### config.mk
export PLATFORM = sky130hd
export DESIGN_NAME = sng_multi
export DESIGN_NICKNAME = d
export VERILOG_FILES = /design/src/rtl/sng_pkg.sv /design/src/rtl/sng_lfsr.sv /design/src/rtl/sng_multi.sv
export SDC_FILE = /design/constraint.sdc
export NUM_CORES = 1
export LEC_CHECK = 0
export CORE_ASPECT_RATIO = 0.6
export CORE_MARGIN = 8
export CORE_UTILIZATION = 40
export DETAILED_ROUTE_END_ITERATION = 8
export GPL_ROUTABILITY_DRIVEN = 0
export PLACE_DENSITY_LB_ADDON = 0.2
export SYNTH_ARGS = -nofsm -noshare
export SYNTH_HDL_FRONTEND = slang
export SYNTH_SLANG_ARGS = --single-unit
### constraint.sdc
create_clock -name i_clk_sng -period 4.9 [get_ports i_clk_sng]
set_input_delay 0.49 -clock i_clk_sng [delete_from_list [all_inputs] [get_ports i_clk_sng]]
set_output_delay 0.49 -clock i_clk_sng [all_outputs]
set_load 0.02 [all_outputs]
### src/rtl/sng_pkg.sv
// Shared types and helpers for the multi-channel stochastic number generator.
// The LFSR sequence option is compiled in only when SNG_LFSR_EN is defined.
package sng_pkg;

    typedef enum logic {
        IDLE = 1'b0,
        GEN  = 1'b1
    } sng_state_e;

    typedef enum logic {
        SNG_WBG  = 1'b0,
        SNG_LFSR = 1'b1
    } sng_mode_e;

    // Maximal-length Fibonacci tap masks (bit n-1 is the MSB tap) for widths 2..8.
    // Feedback is the XOR of the masked state shifted into bit 0.
    function automatic logic [7:0] lfsr_taps(input int w);
        logic [7:0] t;
        case (w)
            2:       t = 8'b0000_0011;
            3:       t = 8'b0000_0110;
            4:       t = 8'b0000_1100;
            5:       t = 8'b0001_0100;
            6:       t = 8'b0011_0000;
            7:       t = 8'b0110_0000;
            8:       t = 8'b1011_1000;
            default: t = 8'b0000_0000;
        endcase
        return t;
    endfunction

    // Stream length for a given operand width.
    function automatic int sng_len(input int w);
        return 1 << w;
    endfunction

endpackage

### src/rtl/sng_lfsr.sv
// Maximal-length Fibonacci LFSR, DATA_W bits, period 2^DATA_W-1.
// Seeded to 1 on reset or seed_load; never reaches the all-zero state.
module sng_lfsr
    import sng_pkg::*;
#(
    parameter int DATA_W = 4
) (
    input  logic              i_clk_sng,
    input  logic              i_rst_sng,
    input  logic              i_seed_load,
    input  logic              i_advance,
    output logic [DATA_W-1:0] o_state
);

    localparam logic [7:0]        TAPS_FULL = lfsr_taps(DATA_W);
    localparam logic [DATA_W-1:0] TAPS      = TAPS_FULL[DATA_W-1:0];
    localparam logic [DATA_W-1:0] SEED      = {{(DATA_W-1){1'b0}}, 1'b1};

    logic [DATA_W-1:0] lfsr_q;
    logic [DATA_W-1:0] lfsr_d;

    // Seed has priority over stepping; otherwise hold.
    always_comb begin
        lfsr_d = lfsr_q;
        if (i_seed_load) begin
            lfsr_d = SEED;
        end else if (i_advance) begin
            lfsr_d = {lfsr_q[DATA_W-2:0], ^(lfsr_q & TAPS)};
        end
    end

    // State register, async reset to the seed value.
    always_ff @(posedge i_clk_sng or posedge i_rst_sng) begin
        if (i_rst_sng) begin
            lfsr_q <= SEED;
        end else begin
            lfsr_q <= lfsr_d;
        end
    end

    assign o_state = lfsr_q;

endmodule

### src/rtl/sng_multi.sv
// Multi-channel stochastic number generator: NUM_CH unsigned DATA_W-bit
// operands become unipolar streams of length 2^DATA_W holding exactly x ones.
// Default build uses the weighted-binary sequence only; define SNG_LFSR_EN to
// add the LFSR comparator sequence selected by i_mode.
module sng_multi
    import sng_pkg::*;
#(
    parameter int DATA_W = 4,
    parameter int NUM_CH = 4
) (
    input  logic                     i_clk_sng,
    input  logic                     i_rst_sng,
    input  logic [NUM_CH*DATA_W-1:0] i_x_bn,
    input  logic                     i_mode,
    input  logic                     i_start_sng,
    input  logic                     i_stop_sng,
    output logic [NUM_CH-1:0]        o_sn_bits,
    output logic                     o_valid,
    output logic                     o_last,
    output logic                     o_busy
);

    localparam int L = sng_len(DATA_W);

    if (DATA_W < 2 || DATA_W > 8) begin : g_bad_width
        $error("sng_multi: DATA_W must be in 2..8");
    end

    sng_state_e                state_q, state_d;
    logic [DATA_W-1:0]         cnt_q, cnt_d;
    logic [NUM_CH*DATA_W-1:0]  x_q, x_d;
    sng_mode_e                 mode_q, mode_d;

    logic                      start_acc;
    logic                      gen;
    logic                      last_k;
    logic [NUM_CH-1:0]         wbg_bits;
    logic [NUM_CH-1:0]         lfsr_bits;
    logic [NUM_CH-1:0]         sel_bits;
    int                        t_ones;
    logic                      t_done;

    assign gen       = (state_q == GEN);
    assign start_acc = (state_q == IDLE) && i_start_sng;
    assign last_k    = &cnt_q;

    // Next-state, counter and operand/mode latch; defaults hold everything.
    always_comb begin
        state_d = state_q;
        cnt_d   = cnt_q;
        x_d     = x_q;
        mode_d  = mode_q;
        case (state_q)
            IDLE: begin
                if (i_start_sng) begin
                    state_d = GEN;
                    cnt_d   = '0;
                    x_d     = i_x_bn;
`ifdef SNG_LFSR_EN
                    mode_d  = i_mode ? SNG_LFSR : SNG_WBG;
`else
                    mode_d  = SNG_WBG;
`endif
                end
            end
            GEN: begin
                cnt_d = cnt_q + 1'b1;
                if (last_k || i_stop_sng) begin
                    state_d = IDLE;
                end
            end
            default: state_d = IDLE;
        endcase
    end

    // Sequencer registers with async reset.
    always_ff @(posedge i_clk_sng or posedge i_rst_sng) begin
        if (i_rst_sng) begin
            state_q <= IDLE;
            cnt_q   <= '0;
            x_q     <= '0;
            mode_q  <= SNG_WBG;
        end else begin
            state_q <= state_d;
            cnt_q   <= cnt_d;
            x_q     <= x_d;
            mode_q  <= mode_d;
        end
    end

    // Weighted-binary select: trailing ones of k pick operand bit MSB-first;
    // k = L-1 has DATA_W trailing ones and yields the zero padding bit.
    always_comb begin
        t_ones   = 0;
        t_done   = 1'b0;
        wbg_bits = '0;
        for (int i = 0; i < DATA_W; i++) begin
            if (!t_done && cnt_q[i]) begin
                t_ones = t_ones + 1;
            end else begin
                t_done = 1'b1;
            end
        end
        for (int c = 0; c < NUM_CH; c++) begin
            if (t_ones < DATA_W) begin
                wbg_bits[c] = x_q[c*DATA_W + (DATA_W-1-t_ones)];
            end
        end
    end

`ifdef SNG_LFSR_EN
    logic [DATA_W-1:0] lfsr_state;

    sng_lfsr #(
        .DATA_W (DATA_W)
    ) u_lfsr (
        .i_clk_sng   (i_clk_sng),
        .i_rst_sng   (i_rst_sng),
        .i_seed_load (start_acc),
        .i_advance   (gen),
        .o_state     (lfsr_state)
    );

    // Per-channel comparator on a rotated LFSR view; rotation decorrelates
    // channels while keeping the set of nonzero values, so popcount stays x.
    always_comb begin
        logic [2*DATA_W-1:0] dbl;
        logic [DATA_W-1:0]   rot;
        logic [DATA_W-1:0]   xc;
        lfsr_bits = '0;
        dbl       = '0;
        rot       = '0;
        xc        = '0;
        for (int c = 0; c < NUM_CH; c++) begin
            dbl = {lfsr_state, lfsr_state} >> (DATA_W - (c % DATA_W));
            rot = dbl[DATA_W-1:0];
            xc  = x_q[c*DATA_W +: DATA_W];
            lfsr_bits[c] = (rot != '0) && (rot <= xc) && !last_k;
        end
    end
`else
    logic unused_mode;
    logic unused_start;

    assign unused_mode  = i_mode;
    assign unused_start = start_acc;
    assign lfsr_bits    = '0;
`endif

    // Output mux; bits are forced low outside GEN.
    always_comb begin
        sel_bits  = (mode_q == SNG_LFSR) ? lfsr_bits : wbg_bits;
        o_sn_bits = gen ? sel_bits : '0;
        o_valid   = gen;
        o_busy    = gen;
        o_last    = gen && last_k;
    end

endmodule

==> flow_summary.toml <==
[clock_network]
clk_pin_slew_worst_paths_ns = 0.08
cts-root-buf = "clkbuf_8"
cts_buffers = 3
cts_resized = 0
post_cts_buffers = 0
holdBufCountCts = 0
clockBufferDepth = 2
cts_max_level = 1
cts_tree = "done"
insertion_delay_ns = 0.26
clock_sinks = 21

[routing]
drtIter0Drc = 97
drcViolationCount = 0
dr_total_vias = 1014
ant_nets = 0
routed_wl_mm = 2.904
viasPerCell = 5.200
drtPass1Iterations = 4
wire_per_inst_um = 14.89

[critical_path]
cp.required_ns = 4.41
crit_fanout = 11
cp.arrival_ns = 3.91
critical_path_class = "register to primary output"
end_kind = "primary output"
cp-start-kind = "register"

[synth]
synth_seq_area_share_pct = 39.29
yosysMostFrequentCell = "dfrtp_1"
syn_inst = 127
ys_top_cells_by_count = "dfrtp_1 (21), mux2_2 (20), nand2_1 (10)"
synth-seq-cells = 21
async_flop_share_pct = 100.0
synth_top_area_share_pct = 39.29
synth_top_area_cell = "dfrtp_1"
mappedNetlistArea_um2 = 1338
synth.avg_cell_area_um2 = 10.53
yosys-top-cells-area = "dfrtp_1 (39%), mux2_2 (17%), mux2i_1 (6.0%)"
yosysWarningCount = 0
synth_edf_count = 0
ys.flop_type = "dfrtp_1"
synth_nets = 153
synthDistinctLibCells = 35

[layout]
num-nets-final = 177
drive_gt1_share_pct = 19.33
syn2layout_area_growth_pct = 24.51
diodes = 0

[min_path]
hold_path.class = "register to register"

[sta]
max_slew_margin_pct = 45.05
fin_setup_tns_ns = 0
tightestPinTransition_ns = 0.8226
hold_ws_ns = 0.5157
post-route-min-period_ns = 4.396
hold_violations = 0
fin_worst_skew_ns = 0.001478
rsz0062_at_grt = "false"
fmax_mhz = 227.5
slew_violations = 0
finalCritPeriodShare_pct = 89.71
finalWorstSetupSlack_ns = 0.5041
finalSetupViolCount = 0

[floorplanning]
num_io_pins = 28
die_y_um = 60.79
coreArea_um2 = 3223
initial_core_util_pct = 41.50
die_w_um = 90.65
num_rows = 16
die_area_um2 = 5511

[global_route]
antenna_found_initial = 0
grt_usage_pct = 10.93
grt_pass1_vias = 1003
grt_pass1_wl_mm = 4.747
grt_start_max_net_pins = 22
grt_overflow = 0

[placement]
place_ws_ns = 0.7726
hpwl_mm = 2.315
port_buffers = 26

[run]
max_cap_viol_count = 0

[pwr]
power_leakage_nw = 0.7086
irDropWorstVdd_uv = 195.6
finalPower_w = 0.0006722
p_per_area_nw_per_um2 = 403.6

[status]
outcome = "finished, final reports clean"
==> layout make-up <==
type                       instances  area [µm²]
inverter                           6       22.52
sequential                        21       525.5
timing repair buffer              27       267.8
fill                             296        1558
tap                               45       56.30
multi-input combinational         92       744.5
clock inverter                     1       7.507
clock buffer                       3       41.29
==> final timing paths <==
path                           start            to  slack, ns  depth (start not counted)
max in group asynchronous  i_rst_sng        x_q[2]       3.72                          2
max                         cnt_q[0]  o_sn_bits[2]       0.50                         13
max reg2reg                   o_busy        x_q[8]       2.91                          3
min in group asynchronous  i_rst_sng        x_q[4]       0.68                          2
min                           x_q[5]        x_q[5]       0.52                          1
min reg2reg                   x_q[5]        x_q[5]       0.52                          1
==> cell families (layout without fill, tap and decap cells) <==
kind of cell             after synthesis  after routing  synth area share [%]
AO/OA/AOI/OAI                         22             22                 12.16
adder cells (fa/ha/maj)                5              5                 4.677
other                                  1              1                0.2804
AND/OR/NAND/NOR                       33             33                 13.19
buffers and inverters                 14             37                 5.051
flip-flops                            21             21                 39.29
XOR/XNOR                               3              3                 2.526
multiplexers                          28             28                 22.83
==> cells in the final DEF, fill, tap and decap left out <==
master / n
nand2b_1: 4
a31o_2: 1
nor2_1: 3
nand2_1: 10
nand3b_1: 3
nand3_1: 4
o21ai_0: 6
o22ai_1: 2
mux2i_1: 8
clkdlybuf4s50_1: 26
or3_1: 2
xor2_1: 1
o31ai_1: 3
clkinvlp_4: 1
ha_1: 5
a21o_1: 2
mux2_2: 20
nand2_2: 1
a31oi_1: 1
o21a_1: 1
clkbuf_8: 3
xnor2_1: 1
o2bb2ai_1: 1
o21ai_4: 1
nand4_1: 2
xnor2_2: 1
conb_1: 1
dfrtp_1: 21
inv_1: 6
or3b_1: 1
and2b_1: 1
buf_4: 1
a22o_1: 3
a211o_1: 1
nor2b_1: 2
==> state kept, by name, indices dropped and copies added, names as in the netlist <==
name / count
x_q: 16
o_busy: 1
cnt_q: 4
==> critical path: stages (launching register included) <==
cell             delay, ns
dfrtp_1               0.46
ha_1                  0.46
nand2_1               0.12
xnor2_1               0.16
ha_1                  0.19
nand2_1               0.08
xor2_1                0.20
nand3_1               0.21
ha_1                  0.41
inv_1                 0.08
or3_1                 0.39
o22ai_1               0.17
a21o_1                0.12
clkdlybuf4s50_1       0.60
==> layer usage <==
layer | vias to the layer above | GRT usage, % | wire length [µm]
met5 | - | 0 | 0
met4 | 0 | 3.286 | 40
met3 | 6 | 3.580 | 126
met2 | 34 | 16.34 | 1239
met1 | 481 | 14.64 | 1497
li1 | 493 | - | -
==> report_power, final <==
group / switching [W] / internal (W) / total, W
logic: 0.000140 / 0.000150 / 0.000290
clock network: 0.0000627 / 0.0000575 / 0.000120
registers: 0.0000480 / 0.000214 / 0.000262
==> metrics by stage <==
| stage | std cells | utilization, % | instance area (µm²) |
|---|---|---|---|
| 2_1_floorplan | 127 | - | 1338 |
| 3_3_place_gp | 191 | 50.16 | 1617 |
| 3_5_place_dp | 191 | 50.16 | 1617 |
| 4_1_cts | 195 | 51.67 | 1665 |
| 5_1_grt | 195 | 51.67 | 1665 |
| 6_report | 195 | 51.67 | 1665 |
Power figures use the tool's default switching activity.
